$ cat config.mk
export PLATFORM = sky130hd
export DESIGN_NAME = bullet_pool
export DESIGN_NICKNAME = d
export VERILOG_FILES = /design/src/rtl/bullet_pkg.sv /design/src/rtl/bullet_slot_alloc.sv /design/src/rtl/bullet_pool.sv
export SDC_FILE = /design/constraint.sdc
export NUM_CORES = 2
export LEC_CHECK = 0
export BUFFER_PORTS_ARGS = -buffer_cell sky130_fd_sc_hd__buf_2
export CAP_MARGIN = 20
export CORE_UTILIZATION = 49
export CTS_CLUSTER_DIAMETER = 100
export CTS_CLUSTER_SIZE = 16
export DETAILED_ROUTE_END_ITERATION = 7
export PLACE_DENSITY_LB_ADDON = 0.15
export SETUP_SLACK_MARGIN = 0.02
export SYNTH_ARGS = -nofsm -noshare
export SYNTH_HDL_FRONTEND = slang
export SYNTH_SLANG_ARGS = --single-unit
$ cat constraint.sdc
create_clock -name clk -period 14.8 [get_ports clk]
set_input_delay 2.22 -clock clk [delete_from_list [all_inputs] [get_ports clk]]
set_output_delay 2.22 -clock clk [all_outputs]
set_load 0.05 [all_outputs]
$ cat src/rtl/bullet_pkg.sv
// bullet_pkg: screen geometry, bullet direction enum and the box-overlap test shared
// with the plane-collision logic.
package bullet_pkg;
  localparam int COORD_W = 11;
  localparam int SCREEN_W = 800;
  localparam int SCREEN_H = 600;
  localparam int BUL_SZ = 4;
  typedef enum logic {DIR_RIGHT, DIR_LEFT} dir_e;
  // Half-open boxes [c,c+w) x [r,r+h); evaluated wide so edge sums never wrap.
  function automatic logic box_overlap(
    input int unsigned ar, ac, ah, aw,
    input int unsigned br, bc, bh, bw
  );
    return (ac < bc + bw) && (bc < ac + aw) && (ar < br + bh) && (br < ar + ah);
  endfunction
endpackage

$ cat src/rtl/bullet_slot_alloc.sv
// bullet_slot_alloc: lowest-index free slot priority encoder.
module bullet_slot_alloc #(
  parameter int SLOTS = 16,
  parameter int IW = 4
) (
  input  logic [SLOTS-1:0] free_i,
  output logic [IW-1:0]    idx_o,
  output logic             valid_o
);
  always_comb begin
    idx_o = '0;
    valid_o = 1'b0;
    for (int i = SLOTS - 1; i >= 0; i--) begin
      idx_o = free_i[i] ? IW'(i) : idx_o;
      valid_o = valid_o | free_i[i];
    end
  end
endmodule

$ cat src/rtl/bullet_pool.sv
// bullet_pool: per-player projectile pool with spawn, tick movement, target hits and pixel flag.
// Optional fire cooldown enabled by defining BULLET_POOL_COOLDOWN_EN.
module bullet_pool #(
  parameter int SLOTS = 16,
  parameter int COORD_W = bullet_pkg::COORD_W,
  parameter int SCREEN_W = bullet_pkg::SCREEN_W,
  parameter int BUL_SZ = bullet_pkg::BUL_SZ,
  parameter int STEP = 4,
  parameter bullet_pkg::dir_e DIR = bullet_pkg::DIR_RIGHT,
  parameter int TICK_DIV = 25_000_000,
  parameter int TGT_W = 40,
  parameter int TGT_H = 40,
  parameter int COOLDOWN = 5_000_000
) (
  input  logic               clk,
  input  logic               rst,
  input  logic               fire,
  input  logic [COORD_W-1:0] spawn_row,
  input  logic [COORD_W-1:0] spawn_col,
  input  logic [COORD_W-1:0] tgt_row,
  input  logic [COORD_W-1:0] tgt_col,
  input  logic [COORD_W-1:0] pix_row,
  input  logic [COORD_W-1:0] pix_col,
  output logic               pix_on,
  output logic               hit,
  output logic [7:0]         hit_count,
  output logic [SLOTS-1:0]   alive,
  output logic               full,
  output logic               fire_drop
);
  import bullet_pkg::*;
  localparam int CW = COORD_W + 1;
  localparam int IW = SLOTS > 1 ? $clog2(SLOTS) : 1;
  localparam int TW = TICK_DIV > 1 ? $clog2(TICK_DIV) : 1;
  logic [COORD_W-1:0] row_q [SLOTS];
  logic [COORD_W-1:0] row_d [SLOTS];
  logic [COORD_W-1:0] col_q [SLOTS];
  logic [COORD_W-1:0] col_d [SLOTS];
  logic [SLOTS-1:0] alive_q, alive_d, hit_v, pix_v;
  logic [TW-1:0] cnt_q;
  logic [7:0] hc_q;
  logic hit_q, drop_q, pix_q, tick, accept, idx_ok;
  logic [IW-1:0] idx;

  bullet_slot_alloc #(.SLOTS(SLOTS), .IW(IW)) u_alloc (
    .free_i(~alive_q),
    .idx_o(idx),
    .valid_o(idx_ok)
  );

  assign tick = cnt_q == TW'(TICK_DIV - 1);

`ifdef BULLET_POOL_COOLDOWN_EN
  localparam int DW = $clog2(COOLDOWN + 1);
  logic [DW-1:0] cd_q;
  assign accept = fire & idx_ok & (cd_q == '0);
  always_ff @(posedge clk or posedge rst)
    if (rst) cd_q <= '0;
    else cd_q <= accept ? DW'(COOLDOWN) : (cd_q != '0 ? cd_q - 1'b1 : cd_q);
`else
  assign accept = fire & idx_ok;
`endif

  always_comb begin
    hit_v = '0;
    pix_v = '0;
    for (int i = 0; i < SLOTS; i++) begin
      hit_v[i] = alive_q[i] & box_overlap(32'(row_q[i]), 32'(col_q[i]), BUL_SZ, BUL_SZ,
                                          32'(tgt_row), 32'(tgt_col), TGT_H, TGT_W);
      pix_v[i] = alive_q[i] & box_overlap(32'(row_q[i]), 32'(col_q[i]), BUL_SZ, BUL_SZ,
                                          32'(pix_row), 32'(pix_col), 1, 1);
    end
  end

  // Collision wins over movement; allocation uses the pre-cycle mask so a slot
  // freed this cycle cannot be refilled until the next one.
  always_comb begin
    alive_d = alive_q;
    row_d = row_q;
    col_d = col_q;
    for (int i = 0; i < SLOTS; i++) begin
      if (hit_v[i]) alive_d[i] = 1'b0;
      else if (tick && alive_q[i]) begin
        alive_d[i] = (DIR == DIR_RIGHT)
                   ? !(CW'(col_q[i]) + CW'(STEP) > CW'(SCREEN_W - BUL_SZ))
                   : !(CW'(col_q[i]) < CW'(STEP));
        col_d[i] = (DIR == DIR_RIGHT) ? col_q[i] + COORD_W'(STEP) : col_q[i] - COORD_W'(STEP);
      end
    end
    if (accept) begin
      alive_d[idx] = 1'b1;
      row_d[idx] = spawn_row;
      col_d[idx] = spawn_col;
    end
  end

  always_ff @(posedge clk or posedge rst)
    if (rst) begin
      alive_q <= '0;
      cnt_q <= '0;
      hc_q <= '0;
      hit_q <= 1'b0;
      drop_q <= 1'b0;
      pix_q <= 1'b0;
      for (int i = 0; i < SLOTS; i++) begin
        row_q[i] <= '0;
        col_q[i] <= '0;
      end
    end else begin
      alive_q <= alive_d;
      row_q <= row_d;
      col_q <= col_d;
      cnt_q <= tick ? '0 : cnt_q + 1'b1;
      hc_q <= (|hit_v && hc_q != 8'hFF) ? hc_q + 8'd1 : hc_q;
      hit_q <= |hit_v;
      drop_q <= fire & ~accept;
      pix_q <= |pix_v;
    end

  assign alive = alive_q;
  assign full = &alive_q;
  assign hit = hit_q;
  assign hit_count = hc_q;
  assign fire_drop = drop_q;
  assign pix_on = pix_q;
endmodule

Word-level counts from Yosys, hierarchy flattened
Index checks and enable logic that the tools add are counted.

Register bits: 404. Bits of input ports: 69. Output and inout bits: 28.

$add $sub $neg: 70. $lt $le $gt $ge: 148. Eq/ne operators: 2. Muxes and demuxes: 89. Bitwise gates (word level): 53. Reductions and logical operators: 134.

Operators by type and width (number): 11-bit by 32-bit less-than comparator with 1-bit output (92); 11-bit by 3-bit adder with 12-bit output, second input constant (48); 11-bit by 12-bit less-than comparator with 1-bit output (36); 11-bit 2-to-1 mux (33); 176-bit bitwise mux (2); 12-bit by 10-bit greater-than comparator with 1-bit output, second input constant (16); 11-bit by 3-bit adder with 11-bit output, second input constant (16); 176-bit 2-to-1 mux (1); 1-bit logical AND (115); 4-bit 2-to-1 mux (16); 11-bit demux with 4-bit select (1); 1-bit bitwise AND (34); 1-bit 2-to-1 mux (33); 16-bit OR reduction (2); 25-bit by 1-bit adder with 25-bit output, second input constant (1); 25-bit equality test, second input constant (1); 25-bit 2-to-1 mux (1); 11-bit by 1-bit adder with 12-bit output, second input constant (2); 11-bit by 6-bit adder with 12-bit output, second input constant (2); 1-bit zero test (16); 16-bit 2-to-1 mux (1); 16-bit NOT (1); 16-bit bitwise OR (1); 16-bit AND reduction (1); other kinds (10) (24).

Longest topological paths before layout
Word-level depth: 24. Depth in mapped cells: 17. Gate-level depth less buffers: 17.

Cells and area by module
A second synthesis with hierarchy kept.

Cells, all modules: 5748. Area, all modules: 51116.5 um^2.

By module, submodules not included: bullet_pool (instances 1, cells an instance 5714, area each 50942.6 um^2, sequential area each 10109.7 um^2); bullet_slot_alloc (instances 1, cells an instance 34, area each 173.9 um^2, sequential area each 0.0 um^2).

Least setup slack after synthesis
Ideal clock, no wire load.

Path kind: input-to-reg. Start point: in tgt_col[9]. End point: reg hc_q[1] (netlist: hit_count[1]). Library setup time: 128 ps. Arrival: 6352 ps. Required time: 14672 ps. Slack: 8320 ps. Stages on the path: 15. Path buffers: 3. Cells stage by stage: buf_2 -> clkbuf_1 -> clkbuf_1 -> nand4_1 -> nor2_1 -> xnor2_1 -> ha_1 -> o21ai_0 -> o31ai_2 -> a211oi_1 -> or4_1 -> or4_4 -> nor4_4 -> o21bai_2 -> mux2_1.

Cells in the longest elaborated chain, start to end: 8.

RTL lines: start: declaration (RTL line bullet_pool.sv:21) `input logic [COORD_W-1:0] tgt_col,`; 11-bit by 6-bit adder with 12-bit output (RTL line bullet_pkg.sv:14) `return (ac < bc + bw) && (bc < ac + aw) && (ar < br + bh) && (br < ar + ah);`; 11-bit by 32-bit less-than comparator with 1-bit output / 11-bit by 12-bit less-than comparator with 1-bit output (equally long branches) (RTL line bullet_pkg.sv:14); 1-bit logical AND (3 in series) (RTL line bullet_pkg.sv:14); 1-bit bitwise AND (RTL line bullet_pool.sv:68) `hit_v[i] = alive_q[i] & box_overlap(32'(row_q[i]), 32'(col_q[i]), BUL_SZ, BUL_SZ,`; 16-bit OR reduction * (RTL line bullet_pool.sv:114) `hc_q <= (|hit_v && hc_q != 8'hFF) ? hc_q + 8'd1 : hc_q;`; 1-bit logical AND * (RTL line bullet_pool.sv:114); end signal: assignment (RTL line bullet_pool.sv:114); end: declaration (RTL line bullet_pool.sv:41) `logic [7:0] hc_q;`.

Mark *: on every way between the ends. The rest lies on a longest branch, timed or not. A chain may end at the register's enable or synchronous reset.

Final worst setup path
Start point: in pix_row[2]. End point: reg pix_q (netlist: pix_on).

Cells in the longest elaborated chain, start to end: 6.

RTL lines: start: declaration (RTL line bullet_pool.sv:22) `input logic [COORD_W-1:0] pix_row,`; 11-bit by 1-bit adder with 12-bit output (RTL line bullet_pkg.sv:14); 11-bit by 32-bit less-than comparator with 1-bit output / 11-bit by 12-bit less-than comparator with 1-bit output (equally long branches) (RTL line bullet_pkg.sv:14); 1-bit logical AND (2 in series) (RTL line bullet_pkg.sv:14); 1-bit bitwise AND (RTL line bullet_pool.sv:70) `pix_v[i] = alive_q[i] & box_overlap(32'(row_q[i]), 32'(col_q[i]), BUL_SZ, BUL_SZ,`; 16-bit OR reduction * (RTL line bullet_pool.sv:117) `pix_q <= |pix_v;`; end signal: assignment (RTL line bullet_pool.sv:117); end: declaration (RTL line bullet_pool.sv:42) `logic hit_q, drop_q, pix_q, tick, accept, idx_ok;`.

Marked as above.

==> flow_metrics.env <==
export IMPL_portBuffers=96
export IMPL_holdCritPathClass="flip-flop to flip-flop"
export IMPL_async_reset_ff_share_pct=100
export IMPL_grt_pass1_wl_microns=278000
export IMPL_powerDensity_nw_per_um2=117
export IMPL_syn_area_sq_um=50500
export IMPL_maxSlewViolCount=0
export IMPL_drt_pass1_iter_count=6
export IMPL_cts_root_buffer="clkbuf_16"
export IMPL_drt_iter0_drc=3498
export IMPL_crit_type="primary input to flip-flop"
export IMPL_grt_pass1_vias=45500
export IMPL_clock_power_share_pct=16.1
export IMPL_tritoncts="yes"
export IMPL_fin_setup_tns_ns=0
export IMPL_p_switching_mw=3.07
export IMPL_drive_above_1_share_pct=9.23
export IMPL_start_util_pct=49.5
export IMPL_peakVddDrop_v=0.000104
export IMPL_ys_top_cells_by_area="ha_1 32%, dfrtp_1 20%, mux2_2 4.5%, a21oi_1 3.8%, xor2_1 3.8%"
export IMPL_yosysTopAreaCellShare_pct=31.8
export IMPL_required_ns=15.30
export IMPL_syn_to_final_growth_pct=7.41
export IMPL_synthDistinctLibCells=82
export IMPL_arrival_ns=7.88
export IMPL_gp_congestion=0.975
export IMPL_status="complete, no violations"
export IMPL_min_period_ns=7.37
export IMPL_syn_num_nets=6957
export IMPL_synth_warning_count=0
export IMPL_seq_area_frac_synth_pct=20.0
export IMPL_fmax_mhz=136
export IMPL_grt_ovfl_total=0
export IMPL_cts_repair_resized=0
export IMPL_ctsHtreeMaxLevel=2
export IMPL_final_common_cell="ha_1"
export IMPL_wirelength_microns=186000
export IMPL_syn_inst=5602
export IMPL_path_max_fanout=20
export IMPL_slowest_delay_ns=0.78
export IMPL_vias=45400
export IMPL_ant_nets=0
export IMPL_worstMarginPinSlew_ns=1.15
export IMPL_fillers=9558
export IMPL_grt_max_degree=126
export IMPL_die_w_microns=323
export IMPL_drc=0
export IMPL_hold_viol=0
export IMPL_cts_hold_buf=0
export IMPL_cap_violations=0
export IMPL_pwr_share_seq_pct=30.0
export IMPL_synth_top_cell_by_area="ha_1"
export IMPL_fin_hold_ws_ns=0.483
export IMPL_cts_setup_buffers=0
export IMPL_ys_dominant_reg_cell="dfrtp_1"
export IMPL_cp_end_kind="flip-flop"
export IMPL_final_setup_viol_count=0
export IMPL_synth_edf_count=0
export IMPL_antenna_found_initial=3
export IMPL_critPathLaunchType="primary input"
export IMPL_grt_total_usage_pct=35.4
export IMPL_final_cell_mix="1286 x ha_1, 404 x dfrtp_1, 387 x a21oi_1"
export IMPL_clkLatencyLatePin_ns=0.64
export IMPL_combPwrFrac_pct=53.9
export IMPL_cp_slowest_cell="nor4_1"
export IMPL_dieArea_sq_um=104000
export IMPL_slew_headroom_pct=23.2
export IMPL_finish_utilization_pct=53.2
export IMPL_top_level_ports=97
export IMPL_cts_buffers=36
export IMPL_fin_nets=7030
export IMPL_cp_cell_sequence="buf_2, nand3_1, nor2_1, nand3_1, xor2_2, buf_4, ha_1, o211ai_1, or3_1, a21oi_1, a311oi_1, nor4_1, nand4b_1, a2111oi_1, buf_2, nand4_1, or4_1"
export IMPL_period_share_pct=49.8
export IMPL_rrSetupSlack_ns=9.06
export IMPL_finClkSkew_ns=0.0300
export IMPL_p_leak_nw=25.2
export IMPL_core_region_area_sq_um=102000
export IMPL_die_h_microns=323
export IMPL_avgRoutedWirePerCell_microns=26.3
export IMPL_ys_ff_latch=404
export IMPL_via_per_inst=6.43
export IMPL_syn_area_per_cell_sq_um=9.02
export IMPL_rows=117
export IMPL_switching_share_pct=48.4
export IMPL_internal_power_mw=3.28
export IMPL_clockBufferDepth=3
export IMPL_clk_pin_slew_worst_paths_ns=0.08
export IMPL_dp_hpwl_microns=144000
export IMPL_rsz0062_at_grt="no"
export IMPL_clkSinkCount=404
[per-layer routing]
metal,routed length [microns],track usage [%]
met1,76500,43.4
met2,89100,61.3
met3,11000,4.74
met4,9450,16.3
met5,9,0
[per-stage QoR]
step	instances	setup WS [ns]	area (sq um)	power, mW
6_report	7060	7.43	54300	6.35
5_1_grt	7059	7.44	54300	6.86
4_1_cts	7057	7.70	54300	6.32
3_5_place_dp	7003	7.07	53200	5.29
3_3_place_gp	7001	5.91	53200	5.22
2_1_floorplan	5602	1.34	50500	4.08
[path summary, 6_finish.rpt]
path / startpoint / cells after the start / endpoint
setup / recovery: pix_row[2] / 17 / pix_on
hold / removal: cnt_q[0] / 1 / cnt_q[0]
setup reg to reg: col_q[46] / 14 / pix_on
hold reg to reg: cnt_q[0] / 1 / cnt_q[0]
max in group asynchronous: rst / 4 / row_q[59]
min in group asynchronous: rst / 2 / col_q[78]
[synthesized netlist by cell type, drive strengths merged (78+ instances only)]
library cell and number:
a211oi 78, a21o 133, a21oi 387, and3 102
clkbuf 139, dfrtp 404, ha 1286, inv 148
mux2 205, nand2 338, nand2b 140, nand3 230
nand4 81, nor2 316, o2111ai 90, o21a 117
o21ai 323, xnor2 217, xor2 220
[logic make-up (layout without fill, tap and decap cells)]
kind of cell / count (synthesis) / count (layout) / share of synthesized area, %
DFF: 404 / 404 / 20.0
other: 0 / 1 / 0
xor gates and xnor gates: 437 / 437 / 7.60
and+or+nand+nor: 1492 / 1492 / 14.8
muxes: 211 / 211 / 4.69
AOI/OAI and AO/OA: 1452 / 1452 / 18.6
buffers and inverters: 320 / 409 / 2.43
adders and majority gates: 1286 / 1286 / 31.8
[worst max-delay path, delay by kind of cell]
kind / cells / cell delay, ns
and+or+nand+nor: 8 / 2.96
AOI/OAI and AO/OA: 4 / 1.14
buffers and inverters: 3 / 1.01
adders and majority gates: 1 / 0.31
xor gates and xnor gates: 1 / 0.18
[state kept, by name (all words and copies together), names as in the netlist]
name and cells:
alive 16, cnt_q 25, col_q 176, fire_drop 1, hit 1, hit_count 8
pix_on 1, row_q 176
[cell type report]
cell class                      count  area, sq um  area share, %
Inverter                          148          563           1.04
Antenna cell                        1         2.50        0.00461
Tap cell                         1368         1710           3.15
Clock buffer                       40          957           1.76
Clock inverter                     14          143          0.263
Timing Repair Buffer              207         1320           2.42
Multi-Input combinational cell   4878        39500           72.7
Sequential cell                   404        10100           18.6
[power groups by stage]
stage / Clock (mW) / Combinational, mW / Sequential (mW)
after global placement: 0 / 3.32 / 1.90
after global routing: 1.08 / 3.84 / 1.94
after floorplan: 0 / 2.34 / 1.74
after CTS: 1.04 / 3.40 / 1.88
final: 1.02 / 3.43 / 1.90
after detailed placement: 0 / 3.38 / 1.90
Power figures use the tool's default switching activity.
